## config.mk

```make
export PLATFORM = sky130hd
export DESIGN_NAME = boundary_arbiter
export DESIGN_NICKNAME = d
export VERILOG_FILES = /design/src/rtl/boundary_arbiter.sv
export SDC_FILE = /design/constraint.sdc
export NUM_CORES = 1
export LEC_CHECK = 0
export BUFFER_PORTS_ARGS = -buffer_cell sky130_fd_sc_hd__buf_2
export CAP_MARGIN = 20
export CORE_UTILIZATION = 52
export CTS_BUF_LIST = sky130_fd_sc_hd__clkbuf_2
export DETAILED_ROUTE_END_ITERATION = 16
export GPL_ROUTABILITY_DRIVEN = 1
export PLACE_DENSITY = 0.88
export SLEW_MARGIN = 20
export SYNTH_ARGS = -nofsm -noshare
export SYNTH_HDL_FRONTEND = slang
export SYNTH_SLANG_ARGS = --single-unit
```

## constraint.sdc

```tcl
create_clock -name clk -period 4.7 [get_ports clk]
set_input_delay 0.94 -clock clk [delete_from_list [all_inputs] [get_ports clk]]
set_output_delay 0.94 -clock clk [all_outputs]
set_load 0.005 [all_outputs]
```

## src/rtl/boundary_arbiter.sv

```systemverilog
// rtl/boundary_arbiter.sv - two-requester arbiter feeding a clock-boundary flit FIFO
//
// Purpose: arbitrates between two flit requesters (round-robin, or fixed
// priority to requester 0 when BOUNDARY_ARB_FIXED_PRIO_EN is defined) and
// buffers accepted flits in a DEPTH-entry FIFO whose head drives the
// clock-boundary port.
//
// Ports:
//   clk        single clock, rising edge
//   rst        asynchronous active-low reset
//   req0_flit  requester 0 flit, bit WIDTH-1 is the request/valid bit
//   req0_ack   requester 0 flit accepted this cycle
//   req1_flit  requester 1 flit, bit WIDTH-1 is the request/valid bit
//   req1_ack   requester 1 flit accepted this cycle
//   bnd_flit   head-of-FIFO flit, all-zero when the FIFO is empty
//   bnd_ready  boundary port consumes bnd_flit this cycle
//   occupancy  current FIFO entry count
//
// Configuration macro: BOUNDARY_ARB_FIXED_PRIO_EN (requester 0 always wins).

module boundary_arbiter #(
    parameter int WIDTH = 144,
    parameter int DEPTH = 4
) (
    input  logic                     clk,
    input  logic                     rst,
    input  logic [WIDTH-1:0]         req0_flit,
    output logic                     req0_ack,
    input  logic [WIDTH-1:0]         req1_flit,
    output logic                     req1_ack,
    output logic [WIDTH-1:0]         bnd_flit,
    input  logic                     bnd_ready,
    output logic [$clog2(DEPTH):0]   occupancy
);

    localparam int AW = $clog2(DEPTH);

    logic [WIDTH-1:0] mem [DEPTH];
    logic [AW-1:0]    rd_ptr;
    logic [AW-1:0]    wr_ptr;
    logic [AW:0]      count;
    logic             last_grant;

    logic             full;
    logic             empty;
    logic             v0;
    logic             v1;
    logic             push;
    logic             pop;
    logic [WIDTH-1:0] push_flit;

    assign full  = (count == (AW+1)'(DEPTH));
    assign empty = (count == '0);
    assign v0    = req0_flit[WIDTH-1];
    assign v1    = req1_flit[WIDTH-1];

    // Acks are gated by rst so nothing is accepted while reset is held.
    // A full FIFO refuses acks even when a pop frees an entry this cycle.
    always_comb begin
        req0_ack = 1'b0;
        req1_ack = 1'b0;
        if (rst && !full) begin
            if (v0 && v1) begin
`ifdef BOUNDARY_ARB_FIXED_PRIO_EN
                req0_ack = 1'b1;
`else
                if (last_grant) begin
                    req0_ack = 1'b1;
                end else begin
                    req1_ack = 1'b1;
                end
`endif
            end else if (v0) begin
                req0_ack = 1'b1;
            end else if (v1) begin
                req1_ack = 1'b1;
            end
        end
    end

    assign push      = req0_ack | req1_ack;
    assign pop       = rst && !empty && bnd_ready;
    assign push_flit = req1_ack ? req1_flit : req0_flit;

    always_ff @(posedge clk or negedge rst) begin
        if (!rst) begin
            rd_ptr     <= '0;
            wr_ptr     <= '0;
            count      <= '0;
            last_grant <= 1'b1;
        end else begin
            if (push) begin
                wr_ptr     <= wr_ptr + 1'b1;
                last_grant <= req1_ack;
            end
            if (pop) begin
                rd_ptr <= rd_ptr + 1'b1;
            end
            case ({push, pop})
                2'b10:   count <= count + 1'b1;
                2'b01:   count <= count - 1'b1;
                default: count <= count;
            endcase
        end
    end

    // Storage carries no reset; occupancy alone decides what is valid.
    always_ff @(posedge clk) begin
        if (push) begin
            mem[wr_ptr] <= push_flit;
        end
    end

    assign bnd_flit  = (rst && !empty) ? mem[rd_ptr] : '0;
    assign occupancy = count;

endmodule

```

# ---- Yosys cells after proc, flatten, opt, wreduce, memory -nomap -nowiden
# Memories as Yosys holds them, arrays and structs flattened.
# Cells that the tools add are included.
dict set report op_classes {
  div_mod_pow 0
  n_eq_ne 3
  n_reduce_logical 8
  shift 0
  n_mul 0
  n_addsub 4
  mux 14
  bitwise_logic 1
  n_lt_le_gt_ge 0
}
# op n
set ops {}
lappend ops {{$mux W144} 2}
lappend ops {{$mux W1} 11}
lappend ops {{$pmux W3 S2} 1}
lappend ops {{$add A2 B1 Y2 const B} 2}
lappend ops {{$logic_and A1 B1 Y1} 4}
lappend ops {{$add A3 B1 Y3 const B} 1}
lappend ops {{$eq A3 B3 Y1 const B} 1}
lappend ops {{$logic_not A3 Y1} 1}
lappend ops {{$sub A3 B1 Y3 const B} 1}
lappend ops {{$eq A2 B1 Y1 const B} 1}
lappend ops {{$eq A2 B2 Y1 const B} 1}
lappend ops {{$logic_not A1 Y1} 2}
lappend ops {{$reduce_bool A2 Y1} 1}
lappend ops {{$or A1 B1 Y1} 1}
dict set report totals {
  mem_bits_ro 0
  word_cells 35
  latchBits 0
  input_bits 291
  output_inout_bits 149
  reg_bits 8
  n_memories 1
  mem_bits_rw 576
}
# memory words width read_ports rd_clocked_by_memory_dff wr line
set mem_list {}
lappend mem_list {mem 4 144 1 0 1 38} ;# logic [WIDTH-1:0] mem [DEPTH];

# ---- Logic depth before layout (Yosys ltp)
dict set report logic_depth {
  ltp_word 7
  depth_mapped 9
  mapped_depth_nobuf 9
}

# ---- Least setup slack after synthesis
# No wires, ideal clock.
dict set report synth_path {
  path_kind {input to register}
  startpoint {input req1_flit[143]}
  endpoint {memory mem[0][0] (enable)}
  arrival_time_ns 4.634
  setup_ns 0.521
  cell_stages 3
  slack_ns -0.454
  required_ns 4.179
  path_buffers 0
  cell_sequence {o21ai_0 > nor2_1 > and2_1}
}
dict set report synth_via {
  elab_chain_cells 7
  elab_cells_between_ends 10
  cone_classes {8 x mux; 1 x bitwise; 1 x reduce/logical}
}
# item line
set synth_lines {}
lappend synth_lines {{start: declaration} 29} ;# input logic [WIDTH-1:0] req1_flit,
lappend synth_lines {{$mux W1} 75} ;# end else if (v1) begin
lappend synth_lines {{$mux W1} 73} ;# end else if (v0) begin
lappend synth_lines {{$mux W1} 63} ;# if (v0 && v1) begin
lappend synth_lines {{$mux W1} 62} ;# if (rst && !full) begin
lappend synth_lines {{$or A1 B1 Y1 (*)} 81} ;# assign push = req0_ack | req1_ack;
lappend synth_lines {{$mux W1 (*)} 109} ;# if (push) begin
lappend synth_lines {{$mux W1 (implied by the code) (*)} 110} ;# mem[wr_ptr] <= push_flit;
lappend synth_lines {{end: declaration} 38}
# Mark *: on every way between the ends. The rest lies on a longest branch, timed or not.

# ---- Worst setup path in the final report
dict set report layout_path {
  startpoint {register rd_ptr[1]}
  endpoint {output bnd_flit[42]}
}
dict set report layout_via {
  elab_chain_cells 2
}
# item line
set layout_lines {}
lappend layout_lines {{start: declaration} 39} ;# logic [AW-1:0] rd_ptr;
lappend layout_lines {{start signal: assignment} 97} ;# rd_ptr <= rd_ptr + 1'b1;
lappend layout_lines {{$mem_v2 Z4 W144} -}
lappend layout_lines {{$mux W144} 114} ;# assign bnd_flit = (rst && !empty) ? mem[rd_ptr] : '0;
lappend layout_lines {{end: declaration} 31} ;# output logic [WIDTH-1:0] bnd_flit,
# Every way passes these cells.

==> results.sh <==
export IMPL_status="completed"
export IMPL_holdPathStages=1
export IMPL_cp_end_kind="output pin"
export IMPL_p_sw_share_pct=31.3
export IMPL_grt_util_all_layers_pct=27.2
export IMPL_pre_cts_slack_ps=1420
export IMPL_tritoncts="done"
export IMPL_drive_above_1_share_pct=45.4
export IMPL_dieHeight_um=216
export IMPL_worstPathMaxFanout=50
export IMPL_hpwlAfterDp_mm=30.8
export IMPL_finalHoldViolCount=0
export IMPL_clk_insertion_delay_late_ps=1230
export IMPL_grt_max_degree=147
export IMPL_pwr_share_seq_pct=45.5
export IMPL_drtPass1Iterations=5
export IMPL_p_int_w=0.0108
export IMPL_drt_initial_drc_count=1171
export IMPL_combPwrFrac_pct=32.5
export IMPL_synth_nets=1415
export IMPL_setup_violations=0
export IMPL_power_density_nw_per_um2=504
export IMPL_grt_pass1_vias=16536
export IMPL_period_needed_ps=4300
export IMPL_fin_worst_skew_ps=84.0
export IMPL_syn_area_um2=23900
export IMPL_rsz0062_at_grt="false"
export IMPL_max_cap_viol_count=0
export IMPL_period_share_pct=91.5
export IMPL_p_total_w=0.0158
export IMPL_die_w_um=216
export IMPL_initial_core_util_pct=52.7
export IMPL_multi_input_comb_area_um2=6060
export IMPL_synth_cell_types=30
export IMPL_hold_path_endpoint="last_grant"
export IMPL_timing_rr_start="occupancy[2]"
export IMPL_coreArea_um2=45300
export IMPL_p_clk_share_pct=21.9
export IMPL_grt_overflow_total=0
export IMPL_worst_slack_ps=398
export IMPL_vias=14924
export IMPL_cp_arrival_ps=3360
export IMPL_p_leak_nw=11.7
export IMPL_cts_sinks=584
export IMPL_ant_nets=0
export IMPL_seq_area_um2=17500
export IMPL_rows=78
export IMPL_synth_edf_count=576
export IMPL_nets=2265
export IMPL_cts_resized=0
export IMPL_worstMarginPinSlew_ps=943
export IMPL_numCtsBuffers=142
export IMPL_ir_drop_uv=344
export IMPL_post_drt_wl_per_cell_um=23.3
export IMPL_ys_seq_area_share_pct=73.3
export IMPL_gp_congestion=0.742
export IMPL_yosys_warnings=0
export IMPL_ys_seq_elements=584
export IMPL_placedCellCount=2131
export IMPL_synth_area_leaders="edfxtp_1 72%, mux4_2 14%, mux2_2 4.0%, and2_1 3.9%, mux2_1 2.8%"
export IMPL_synth_ff_type="edfxtp_1"
export IMPL_io_pins=440
export IMPL_syn_to_final_growth_pct=31.1
export IMPL_drcViolationCount=0
export IMPL_crit_type="reg2out"
export IMPL_grt_pass1_wl_mm=93.8
export IMPL_synthCells=1118
export IMPL_synth_top_area_share_pct=72.5
export IMPL_cts_htree_levels=4
export IMPL_worstReg2RegEnd="mem[1][62]"
export IMPL_hold_class="reg2reg"
export IMPL_rrSetupSlack_ps=1530
export IMPL_final_cells=2677
export IMPL_setup_worst_path_start_class="register"
export IMPL_slew_violations=0
export IMPL_max_slew_margin_rel_pct=37.1
export IMPL_routed_via_density=5.57
export IMPL_antenna_found_initial=3
export IMPL_root_buffer="clkbuf_2"
export IMPL_setup_tns_ps=0
export IMPL_clk_pin_slew_ps=110
export IMPL_reg2reg_depth=5
export IMPL_cts_buffer_depth=3
export IMPL_min_from="last_grant"
export IMPL_die_area_um2=46700
export IMPL_numPortBuffers=439
export IMPL_nFillCells=2677
export IMPL_fmax_ghz=0.232
export IMPL_wl_mm=62.3
export IMPL_switching_power_w=0.00494
export IMPL_synthArstFlopShare_pct=1.37
export IMPL_crit_required_ps=3760
export IMPL_yosys_area_top_type="edfxtp_1"
export IMPL_hold_ws_ps=524
export IMPL_avgSynthCellArea_um2=21.3
-- flip-flops by register name, summed over array words and instances (netlist names) --
| register | count |
|---|---|
| last_grant | 1 |
| wr_ptr | 2 |
| mem | 576 |
| rd_ptr | 2 |
| occupancy | 3 |
-- layer usage --
metal | part of all wire (%) | GRT usage [%] | vias to the layer above
met4 | 3.8 | 15.0 | 0
met3 | 7.6 | 7.33 | 185
li1 | - | - | 6332
met2 | 53 | 46.8 | 904
met5 | 0 | 0 | -
met1 | 36 | 30.7 | 7503
-- worst max-delay path by stage --
| stage | start | end | slack [ps] | cells past startpoint |
|---|---|---|---|---|
| after floorplan | req1_flit[143] | mem[0][0] | 1140 | 3 |
| after global placement | rd_ptr[0] | bnd_flit[93] | 1470 | 4 |
| after detailed placement | rst | mem[3][121] | 1420 | 5 |
| after CTS | rd_ptr[1] | bnd_flit[16] | 180 | 4 |
| after global routing | rd_ptr[1] | bnd_flit[42] | 150 | 4 |
| final | rd_ptr[1] | bnd_flit[42] | 400 | 4 |
-- Yosys cell counts (3+ instances only) --
| library cell | n |
|---|---|
| ha_1 | 5 |
| mux4_2 | 144 |
| mux2_2 | 85 |
| xnor2_1 | 3 |
| and2_1 | 150 |
| mux2_1 | 59 |
| buf_4 | 6 |
| inv_1 | 6 |
| nor2_1 | 3 |
| xor2_1 | 3 |
| edfxtp_1 | 576 |
| buf_1 | 6 |
| buf_2 | 29 |
| dfrtp_1 | 7 |
| clkbuf_1 | 21 |
-- power groups by stage --
stage / clock network [W] / registers, W / logic (W)
2_1_floorplan: 0 / 0.00706 / 0.00307
3_5_place_dp: 0 / 0.00731 / 0.00462
6_report: 0.00346 / 0.00718 / 0.00513
5_1_grt: 0.00380 / 0.00725 / 0.00544
4_1_cts: 0.00345 / 0.00715 / 0.00504
3_3_place_gp: 0 / 0.00724 / 0.00451
-- cells in the final DEF (no fill, tap or decap), types with 2 or more instances in the layout --
cell type / count
and2_4: 4
clkinv_2: 7
and2_1: 146
dlygate4sd3_1: 292
inv_2: 4
nor2_1: 3
mux2_2: 85
buf_12: 17
xor2_1: 3
diode_2: 7
edfxtp_1: 576
clkinvlp_4: 2
bufinv_16: 4
ha_1: 5
clkbuf_2: 204
dfrtp_1: 5
xnor2_1: 3
dfrtp_4: 2
buf_2: 439
inv_1: 6
buf_4: 21
mux2_1: 59
mux4_2: 144
clkinv_1: 24
-- through the flow --
| stage | utilization, % | instance area, um^2 |
|---|---|---|
| floorplan | - | 23900 |
| global placement | 59.6 | 27000 |
| detailed placement | 59.6 | 27000 |
| CTS | 69.0 | 31300 |
| global route | 69.0 | 31300 |
| finish | 69.1 | 31300 |
-- cells by family (layout without fill, tap and decap cells) --
kind of cell,Yosys count,in the layout,share of synthesized area [%]
compound gates,3,3,0.0944
xor+xnor,6,6,0.220
fa+ha+maj,6,6,0.346
buf+inv,69,1021,1.36
flops,584,584,73.3
mux,289,289,20.4
other cells,0,7,0
simple gates,161,161,4.22
-- worst max-delay path, cell delays in order, from the launching register on --
cell and delay (ps):
dfrtp_4 1000, buf_4 410, mux4_2 360, and2_1 200, buf_2 130
-- final cells by class --
| class | instances | share of cell area, % |
|---|---|---|
| inverters | 6 | 0.0720 |
| well taps | 600 | 2.40 |
| clock buffers | 204 | 3.26 |
| multi-input cells | 465 | 19.4 |
| clock inverters | 42 | 0.908 |
| diodes | 7 | 0.0560 |
| flip-flops and latches | 584 | 56.0 |
| repair buffers | 769 | 18.0 |
-- timing repair --
| item | in CTS | in global routing |
|---|---|---|
| endpoints found under the setup margin | 38 | 0 |
| hold buffers | 292 | 0 |
| hold endpoints to repair | 587 | 0 |
| buffers inserted | 1 | 0 |
Note: power is estimated with default switching activity, not from simulation.
